[src/rtl/mmio_io_controller_pkg.sv]
// mmio_pkg: shared register offsets, SR/CR bit indices and output FSM state type
package mmio_pkg;
  localparam logic [3:0] OFF_DIR = 4'h0;
  localparam logic [3:0] OFF_DOR = 4'h4;
  localparam logic [3:0] OFF_SR  = 4'h8;
  localparam logic [3:0] OFF_CR  = 4'hC;
  localparam int SR_DIR_FULL = 0;
  localparam int SR_OUT_IDLE = 1;
  localparam int SR_OVERRUN  = 2;
  localparam int CR_IN_EN    = 0;
  localparam int CR_OUT_EN   = 1;
  localparam int CR_IN_IE    = 2;
  localparam int CR_OUT_IE   = 3;
  typedef enum logic {O_IDLE, O_SEND} out_state_e;
endpackage

[src/rtl/mmio_io_controller_out_fsm.sv]
// mmio_out_fsm: DOR register, output handshake FSM and sticky overrun flag
module mmio_out_fsm
  import mmio_pkg::*;
#(
  parameter int DATA_W = 32
) (
  input  logic              clk,
  input  logic              rst,
  input  logic              wr_dor,
  input  logic [DATA_W-1:0] wdata,
  input  logic              out_en,
  input  logic              rd_sr,
  input  logic              out_ready,
  output logic              out_valid,
  output logic [DATA_W-1:0] out_data,
  output logic              out_idle,
  output logic              overrun
);
  out_state_e        state_q, state_d;
  logic [DATA_W-1:0] dor_q, dor_d;
  logic              overrun_q, overrun_d;
  always_ff @(posedge clk) begin
    if (rst) begin
      state_q   <= O_IDLE;
      dor_q     <= '0;
      overrun_q <= 1'b0;
    end else begin
      state_q   <= state_d;
      dor_q     <= dor_d;
      overrun_q <= overrun_d;
    end
  end
  // a store while sending is dropped and flagged; the flag set beats an SR read clear
  always_comb begin
    state_d   = (state_q == O_IDLE) ? ((wr_dor && out_en) ? O_SEND : O_IDLE)
                                    : (out_ready ? O_IDLE : O_SEND);
    dor_d     = (wr_dor && state_q == O_IDLE) ? wdata : dor_q;
    overrun_d = (wr_dor && state_q == O_SEND) | (overrun_q & ~rd_sr);
  end
  always_comb begin
    out_valid = (state_q == O_SEND);
    out_idle  = (state_q == O_IDLE);
    out_data  = dor_q;
    overrun   = overrun_q;
  end
endmodule

[src/rtl/mmio_io_controller.sv]
// mmio_io_controller: CPU-mapped DIR/DOR/SR/CR window driving one input and one output device
// Define MMIO_IO_IRQ_EN to build the registered interrupt output and out_done tracking.
module mmio_io_controller
  import mmio_pkg::*;
#(
  parameter logic [31:0] BASE_ADDR = 32'h0000_FF00,
  parameter int          DATA_W    = 32
) (
  input  logic              clk,
  input  logic              rst,
  input  logic [31:0]       addr,
  input  logic              re,
  input  logic              we,
  input  logic [31:0]       wdata,
  output logic              sel,
  output logic [31:0]       rdata,
  input  logic              in_valid,
  input  logic [DATA_W-1:0] in_data,
  output logic              in_ready,
  output logic              out_valid,
  output logic [DATA_W-1:0] out_data,
  input  logic              out_ready,
  output logic              irq
);
  logic [DATA_W-1:0] dir_q, dir_d;
  logic              dir_full_q, dir_full_d;
  logic [3:0]        cr_q, cr_d;
  logic [3:0]        off;
  logic [31:0]       sr;
  logic              rd_dir, rd_sr, wr_dor, wr_cr, take, out_idle, overrun;
  logic              unused_addr;
  assign unused_addr = ^addr[1:0];
  always_comb begin
    sel      = (addr[31:4] == BASE_ADDR[31:4]);
    off      = {addr[3:2], 2'b00};
    rd_dir   = sel && re && off == OFF_DIR;
    rd_sr    = sel && re && off == OFF_SR;
    wr_dor   = sel && we && off == OFF_DOR;
    wr_cr    = sel && we && off == OFF_CR;
    in_ready = cr_q[CR_IN_EN] & ~dir_full_q;
    take     = in_valid & in_ready;
    sr       = {29'b0, overrun, out_idle, dir_full_q};
    rdata    = !sel             ? 32'b0 :
               off == OFF_DIR   ? 32'(dir_q) :
               off == OFF_DOR   ? 32'(out_data) :
               off == OFF_SR    ? sr : {28'b0, cr_q};
    // a DIR read clears full even if new data waits; in_ready was already low
    dir_full_d = rd_dir ? 1'b0 : (take | dir_full_q);
    dir_d      = take ? in_data : dir_q;
    cr_d       = wr_cr ? wdata[3:0] : cr_q;
  end
  always_ff @(posedge clk) begin
    if (rst) begin
      dir_q      <= '0;
      dir_full_q <= 1'b0;
      cr_q       <= '0;
    end else begin
      dir_q      <= dir_d;
      dir_full_q <= dir_full_d;
      cr_q       <= cr_d;
    end
  end
  mmio_out_fsm #(.DATA_W(DATA_W)) u_out (
    .clk       (clk),
    .rst       (rst),
    .wr_dor    (wr_dor),
    .wdata     (wdata[DATA_W-1:0]),
    .out_en    (cr_q[CR_OUT_EN]),
    .rd_sr     (rd_sr),
    .out_ready (out_ready),
    .out_valid (out_valid),
    .out_data  (out_data),
    .out_idle  (out_idle),
    .overrun   (overrun)
  );
`ifdef MMIO_IO_IRQ_EN
  logic out_done_q, out_done_d, irq_q, irq_d;
  always_comb begin
    out_done_d = (out_valid && out_ready) ? 1'b1 : (rd_sr || wr_dor) ? 1'b0 : out_done_q;
    irq_d      = (cr_q[CR_IN_IE] & dir_full_q) | (cr_q[CR_OUT_IE] & out_idle & out_done_q);
  end
  always_ff @(posedge clk) begin
    if (rst) begin
      out_done_q <= 1'b0;
      irq_q      <= 1'b0;
    end else begin
      out_done_q <= out_done_d;
      irq_q      <= irq_d;
    end
  end
  assign irq = irq_q;
`else
  assign irq = 1'b0;
`endif
endmodule
[config.mk]
export PLATFORM = sky130hd
export DESIGN_NAME = mmio_io_controller
export DESIGN_NICKNAME = d
export VERILOG_FILES = /design/src/rtl/mmio_io_controller_pkg.sv /design/src/rtl/mmio_io_controller_out_fsm.sv /design/src/rtl/mmio_io_controller.sv
export SDC_FILE = /design/constraint.sdc
export NUM_CORES = 1
export LEC_CHECK = 0
export ABC_AREA = 1
export BUFFER_PORTS_ARGS = -buffer_cell sky130_fd_sc_hd__clkbuf_2
export CAP_MARGIN = 20
export CORE_MARGIN = 2
export CORE_UTILIZATION = 43
export DETAILED_ROUTE_END_ITERATION = 12
export PLACE_DENSITY = 0.77
export SLEW_MARGIN = 20
export SYNTH_ARGS = -nofsm -noshare
export SYNTH_HDL_FRONTEND = slang
export SYNTH_SLANG_ARGS = --single-unit
[constraint.sdc]
create_clock -name clk -period 1.3 [get_ports clk]
set_input_delay 0.065 -clock clk [delete_from_list [all_inputs] [get_ports clk]]
set_output_delay 0.065 -clock clk [all_outputs]
set_load 0.02 [all_outputs]
==> impl_summary.txt, run 1 <==
----------------------------------------------------
[Outcome]
  Result of the run ... finished with violations
  Violations in the final reports ... setup timing

[Floorplanning]
  Initial Util ... 0.437
  Area inside the core boundary ... 0.00859 sq mm
  Die area ... 0.00949 sq mm
  Die Ht ... 97.4 um
  Floorplan row count ... 34
  I/O pins ... 170
  X dimension of the die ... 97.4 um

[STA]
  Unrepaired setup endpoints after global routing ... yes
  Number of endpoints failing setup at the final stage ... 8
  Final Max Slew Viols ... 0
  Final Cycle Share ... 1.07
  Hold Violations, Final ... 0
  Highest Clock Rate ... 716 MHz
  Setup WS post-layout ... -96.3 ps
  Fin Clk Skew ... 11.7 ps
  Clock period minus final worst setup slack ... 1400 ps
  Total Neg Setup Slack ... -273 ps

[Layout]
  Final cell area excluding filler cells ... 0.00597 sq mm
  Fill count ... 673
  Fin nets ... 920
  Register Area ... 0.00143 sq mm
  Share of post-route cells with drive strength above 1 ... 0.342
  Antenna Diode Count ... 0
  Synth-to-Final Area Change ... 58.9%
  Area occupied by multi-input gates ... 0.00199 sq mm

[Clocking]
  Register clock-pin slew on the reported worst setup and hold paths ... 70 ps
  Clock tree buffer depth ... 2
  Insertion delay to the later sink of the worst-skew pair ... 340 ps
  Clock sink total ... 71
  Root Buffer Master ... clkbuf_8
  Level count of the clock H-tree ... 3
  Number of buffers created by CTS ... 9
  CTS tree ... built

[Power]
  Standby leakage power ... 2.72 nW
  Cell area power density ... 811 mW/mm^2
  Largest voltage drop on the vdd net ... 0.532 mV
  Post-route total power ... 4.84 mW

[Detailed routing]
  WL per Instance ... 14.3 um
  Via density per instance ... 5.03
  Routed wire length ... 13300 um
  Length of the first detailed-routing pass in iterations ... 7
  Via count ... 4682
  Number of violations reported at the end of detailed-routing iteration 0 ... 318
  Total DRC errors in the routed layout ... 0
  Antenna-violating nets left ... 0

[Worst setup path]
  Sort of element at the end of the critical path ... primary output
  Worst-path maximum fanout ... 2
  Required @ worst endpoint ... 1240 ps
  Data arrival time of the worst path ... 1330 ps
  Category of the worst setup path launch point ... flop
  Kind of critical path ... flop to primary output

[Min path]
  Path class of the lowest-slack min-delay path ... input port to flop

[Yosys]
  Yosys warns ... 0
  Synth Cell Area ... 0.00375 sq mm
  Syn avg cell area ... 6.45 sq um
  Synthesis-stage register bit count ... 71
  Distinct cell type count after synthesis ... 25
  Number of instances in the synthesized netlist ... 582
  Leading register cell type out of synthesis ... dfxtp_1
  Post-synth top cells ... nand2_1 (185), dfxtp_1 (71), inv_1 (67), a21oi_1 (65), nor2_1 (59)
  Sequential element share of the synthesized area ... 0.379
  Area fraction of the dominant cell type after synthesis ... 0.379
  Top-count cell post-synth ... nand2_1
  Fraction of registers with async set or reset after synthesis ... 0
  Number of enable flip-flop cells after synthesis ... 0
  Post-synth top area cell ... dfxtp_1
  Post-Syn Nets ... 684
  Synth area leaders ... dfxtp_1 (38%), nand2_1 (19%), a21oi_1 (8.7%)

[Place]
  Post-DP Area ... 0.00472 sq mm
  Post-Place Setup Slack ... -166 ps
  Count of buffers inserted at the top-level ports ... 166
  Routability congestion estimate from global placement ... 0.939
  Detailed-placement wirelength estimate ... 8010 um

[Global route]
  Number of antenna violations at the first check in global routing ... 0
  Via count of the first global-routing pass ... 4455
  Total global routing overflow ... 0
  Largest net degree at the start of global routing ... 36
  Overall routing resource usage ... 0.264
  Wire length of the first global-routing pass ... 20500 um

[Run]
  Count of max-cap constraint violations ... 0

----------------------------------------------------
==> kinds of logic (layout without fill, tap and decap cells) <==
family | count (synthesis) | in the layout | share of synthesized area
AND/OR/NAND/NOR | 330 | 330 | 0.386
buffers and inverters | 102 | 342 | 0.126
AO/OA/AOI/OAI | 78 | 78 | 0.108
flip-flops | 71 | 71 | 0.379
other | 1 | 1 | 0.000999
==> state kept, by name (all words and copies together) (netlist names) <==
| name | flops |
|---|---|
| cr_q | 4 |
| u_out.overrun | 1 |
| u_out.out_data | 32 |
| dir_full_q | 1 |
| dir_q | 32 |
| u_out.out_valid | 1 |
==> worst max-delay path: stages, from the launching register on <==
cell and delay [ps]:
dfxtp_1 320, inv_1 50, o21ai_1 110, nand2_1 60, o211ai_1 110, o211ai_1 140
inv_1 80, clkbuf_8 140
==> placed cells by master (no fill, tap or decap), types with 2 or more instances in the layout <==
master,n
nand4_1,5
dlygate4sd3_1,63
bufinv_16,3
nor2_2,35
clkbuf_8,13
o21ai_1,3
a21oi_1,46
a21oi_2,13
buf_6,10
dfxtp_1,68
clkbuf_2,132
nor2_1,57
inv_1,61
o21ai_0,4
a21oi_4,6
nand2_1,185
buf_4,42
dfxtp_2,3
inv_2,6
o211ai_1,4
nand4_4,2
buf_12,6
nor2_4,3
nand3_1,40
==> where the power goes <==
part           internal [mW]  switching (mW)  total [mW]
sequential              2.17   0.00000000144        2.17
combinational          0.288           0.255       0.543
clock                   1.27           0.852        2.13
==> per-stage QoR <==
step | instances | util | hold WS, ps
after floorplan | 582 | - | 193
after global placement | 845 | 0.550 | 293
after detailed placement | 845 | 0.550 | 301
after CTS | 924 | 0.666 | 2.12
after global routing | 930 | 0.694 | 41.4
final | 930 | 0.694 | 17.6
==> path summary, 6_finish.rpt <==
kind | endpoint | slack [ps] | cells after the start | from
setup / recovery | rdata[2] | -100 | 7 | cr_q[2]$_SDFFE_PP0P_
hold / removal | dir_q[3]$_SDFFE_PP0P_ | 20 | 3 | in_data[3]
setup reg to reg | dir_full_q$_SDFF_PP0_ | 40 | 7 | dir_full_q$_SDFF_PP0_
hold reg to reg | dir_q[29]$_SDFFE_PP0P_ | 460 | 2 | dir_q[29]$_SDFFE_PP0P_
==> layout make-up <==
type	count	share of cell area
Tap cell	108	0.0227
Multi-Input combinational cell	409	0.334
Timing Repair Buffer	258	0.322
Clock inverter	5	0.0178
Sequential cell	71	0.239
Inverter	69	0.0438
Clock buffer	10	0.0214
==> what timing repair did <==
| action | CTS | global route |
|---|---|---|
| setup endpoints to repair | 33 | 37 |
| gates cloned | 0 | 2 |
| resized for setup | 40 | 81 |
| pin swaps | 8 | 7 |
| endpoints found under the hold margin | 63 | 0 |
| hold buffers | 63 | 0 |
| buffers inserted | 1 | 4 |
==> metal layers <==
metal	vias to the layer above	global-route usage	share of wire
met5	-	0	0
met4	0	0.136	0.048
met3	60	0.0424	0.062
met2	243	0.466	0.49
met1	2111	0.305	0.40
li1	2268	-	-
Note: power is estimated with default switching activity, not from simulation.
==> run 2, diff against run 1 <==
Settings changed: ABC_AREA 1 to 0, CORE_UTILIZATION 43 to 42.
==> run 2 against run 1 <==
Effect of this change: the flow still finishes with violations (setup timing); global-route usage up 4.7 points; final cell count down 16%; register-to-register slack worse by 200 ps; die area down 5.3%; via count down 7.8%; design area up 6.2%; maximum frequency down 5.5%; critical endpoint is now rdata[0].
==> impl_summary.txt, run 2 <==
----------------------------------------------------
[Outcome]
  Result of the run ... finished with violations (unchanged)
  Violations in the final reports ... setup timing (unchanged)

[Layout]
  Synth-to-Final Area Change ... 82.9% (was 58.9%)
  Register Area ... 0.00143 sq mm (about the same)
  Share of post-route cells with drive strength above 1 ... 0.462 (was 0.342)
  Most used cells in the layout excluding fill and tap cells ... clkbuf_2 (132), a21oi_1 (69), nand2_1 (66) (was nand2_1 (185), clkbuf_2 (132), dfxtp_1 (68))
  Final Util ... 0.783 (was 0.694)
  Fill count ... 515 (was 673)
  Fin nets ... 770 (was 920)
  Area occupied by multi-input gates ... 0.00216 sq mm (was 0.00199 sq mm)
  Antenna Diode Count ... 0 (unchanged)
  Most common library cell in the layout ignoring fill and taps ... clkbuf_2 (was nand2_1)

[Yosys]
  Synthesized-area fraction occupied by ao, oa, aoi and oai cells ... 0.165 (was 0.108)
  Yosys warns ... 0 (unchanged)
  Main combinational cell family by area after synthesis ... simple AND/OR/NAND/NOR gates (unchanged)
  Top-count cell post-synth ... dfxtp_1 (was nand2_1)
  Post-Syn Nets ... 525 (was 684)
  Synth area leaders ... dfxtp_1 (41%), a21oi_1 (10%), mux2i_1 (8.4%) (was dfxtp_1 (38%), nand2_1 (19%), a21oi_1 (8.7%))
  Area fraction of the dominant cell type after synthesis ... 0.410 (was 0.379)
  Adder-Cell Fraction of Synth Area ... 0 (unchanged)
  Number of instances in the synthesized netlist ... 423 (was 582)
  Post-synth top cells ... dfxtp_1 (71), a21oi_1 (69), nand2_1 (66), nand4_1 (40), o21ai_0 (36) (was nand2_1 (185), dfxtp_1 (71), inv_1 (67), a21oi_1 (65), nor2_1 (59))
  Synth Cell Area ... 0.00346 sq mm (was 0.00375 sq mm)
  Fraction of registers with async set or reset after synthesis ... 0 (unchanged)
  Synth Area in XOR/XNOR ... 0 (unchanged)
  Distinct cell type count after synthesis ... 34 (was 25)
  Simple-gate share of the synthesized area ... 0.261 (was 0.386)
  Leading register cell type out of synthesis ... dfxtp_1 (unchanged)
  Synthesis-stage register bit count ... 71 (unchanged)
  Post-synthesis mux area share ... 0.0968 (was 0)
  Post-synth top area cell ... dfxtp_1 (unchanged)
  Sequential element share of the synthesized area ... 0.410 (was 0.379)
  Syn avg cell area ... 8.19 sq um (was 6.45 sq um)
  Number of enable flip-flop cells after synthesis ... 0 (unchanged)

[Global route]
  Wire length of the first global-routing pass ... 21700 um (was 20500 um)
  Largest net degree at the start of global routing ... 72 (was 36)
  Via count of the first global-routing pass ... 4514 (was 4455)
  Number of antenna violations at the first check in global routing ... 0 (unchanged)
  Total global routing overflow ... 0 (unchanged)
  Overall routing resource usage ... 0.311 (was 0.264)

[Clocking]
  CTS tree ... built (unchanged)
  Insertion delay to the later sink of the worst-skew pair ... 330 ps (was 340 ps)
  Level count of the clock H-tree ... 3 (unchanged)
  Number of buffers created by CTS ... 9 (unchanged)
  Clock sink total ... 71 (unchanged)
  Clock tree buffer depth ... 2 (unchanged)
  Register clock-pin slew on the reported worst setup and hold paths ... 70 ps (about the same)
  Root Buffer Master ... clkbuf_8 (unchanged)

[Power]
  Cell area power density ... 759 mW/mm^2 (was 811 mW/mm^2)
  Standby leakage power ... 2.55 nW (was 2.72 nW)
  Largest voltage drop on the vdd net ... 0.734 mV (was 0.532 mV)

[Detailed routing]
  Antenna-violating nets left ... 0 (unchanged)
  Number of violations reported at the end of detailed-routing iteration 0 ... 173 (was 318)
  Via count ... 4317 (was 4682)
  WL per Instance ... 18.2 um (was 14.3 um)
  Length of the first detailed-routing pass in iterations ... 4 (was 7)
  Routed wire length ... 14100 um (was 13300 um)
  Via density per instance ... 5.55 (was 5.03)
  Total DRC errors in the routed layout ... 0 (unchanged)

[Worst setup path]
  Category of the worst setup path launch point ... flop (unchanged)
  Launching point of the worst reg2reg path ... u_out.out_valid$_SDFF_PP0_ (was dir_full_q$_SDFF_PP0_)
  Data arrival time of the worst path ... 1410 ps (was 1330 ps)
  Critical path origin ... dir_full_q$_SDFF_PP0_ (was cr_q[2]$_SDFFE_PP0P_)
  Kind of critical path ... flop to primary output (unchanged)
  Required @ worst endpoint ... 1240 ps (about the same)
  Sort of element at the end of the critical path ... primary output (unchanged)
  Worst-path maximum fanout ... 4 (was 2)

[STA]
  Highest Clock Rate ... 677 MHz (was 716 MHz)
  Number of endpoints failing setup at the final stage ... 65 (was 8)
  Unrepaired setup endpoints after global routing ... yes (unchanged)
  Final Cycle Share ... 1.14 (was 1.07)
  Final Max Slew Viols ... 0 (unchanged)
  Fin Clk Skew ... 7.07 ps (was 11.7 ps)
  Setup WS post-layout ... -178 ps (was -96.3 ps)
  Hold Violations, Final ... 0 (unchanged)
  Hold Worst Slack ... 18.5 ps (was 17.6 ps)
  Clock period minus final worst setup slack ... 1480 ps (was 1400 ps)

[Min path]
  Hold Startpoint ... wdata[2] (was in_data[3])
  Path class of the lowest-slack min-delay path ... input port to flop (unchanged)

[Place]
  Detailed-placement wirelength estimate ... 7680 um (was 8010 um)
  Count of buffers inserted at the top-level ports ... 166 (unchanged)
  Routability congestion estimate from global placement ... 0.852 (was 0.939)

[Floorplanning]
  Die area ... 0.00899 sq mm (was 0.00949 sq mm)
  Initial Util ... 0.428 (was 0.437)
  I/O pins ... 170 (unchanged)
  Floorplan row count ... 33 (was 34)
  Area inside the core boundary ... 0.00809 sq mm (was 0.00859 sq mm)
  X dimension of the die ... 94.8 um (was 97.4 um)
  Die Ht ... 94.8 um (was 97.4 um)

[Run]
  Count of max-cap constraint violations ... 0 (unchanged)

----------------------------------------------------
-- run 2: path summary, 6_finish.rpt --
kind / cells after the start / end / slack [ps]
setup / recovery: 3 / rdata[0] / -180
hold / removal: 3 / u_out.out_data[2]$_SDFFE_PP0P_ / 20
setup reg to reg: 6 / u_out.out_data[17]$_SDFFE_PP0P_ / -160
hold reg to reg: 2 / dir_q[7]$_SDFFE_PP0P_ / 460
-- run 2: metrics by stage --
step           total power [mW]  instances  cell area [sq um]  setup slack (ps)  TNS, ps
5_1_grt                    4.97        778               6340              -221   -11450
4_1_cts                    4.80        773               6250              -198    -6820
2_1_floorplan              2.34        423               3540              -140    -4250
3_3_place_gp               2.55        679               4640              -174    -7610
6_report                   4.81        778               6340              -178    -7590
3_5_place_dp               2.56        679               4640              -238   -12730
-- run 2: final cells by class --
type                            count  share of cell area
Clock buffer                       11              0.0207
Clock inverter                      5              0.0168
Inverter                            3             0.00178
Multi-Input combinational cell    305               0.341
Sequential cell                    71               0.226
Tap cell                          105              0.0207
Timing Repair Buffer              278               0.374
-- run 2: cell families (layout without fill, tap and decap cells) --
family | after synthesis | count (layout)
other cells | 1 | 1
compound gates | 111 | 111
buf+inv | 47 | 297
simple gates | 162 | 162
flops | 71 | 71
mux | 31 | 31
-- run 2: where the power goes --
part           total (mW)  switching (mW)  leakage, nW  internal (mW)
Combinational       0.527           0.215         1.87          0.313
Clock                2.11           0.828        0.114           1.28
Sequential           2.17  0.000000000981        0.575           2.17
-- run 2: critical path: stages, from the launching register on --
cell and delay, ps:
dfxtp_2 340, mux4_2 460, and3_4 170, buf_8 120
-- run 2: metal layers --
| metal | up-vias | track usage | share of wire |
|---|---|---|---|
| li1 | 1996 | - | - |
| met1 | 2032 | 0.352 | 0.38 |
| met5 | - | 0 | 0 |
| met4 | 0 | 0.153 | 0.043 |
| met3 | 58 | 0.0607 | 0.065 |
| met2 | 231 | 0.556 | 0.52 |
-- run 2: repair_timing --
action                                  CTS  global route
gates resized for setup                 169            37
cloned                                    5             0
buffers inserted                          9             6
hold buffers                             64             0
pin swaps                                34             7
endpoints found under the setup margin   64            68
endpoints found under the hold margin    65             0
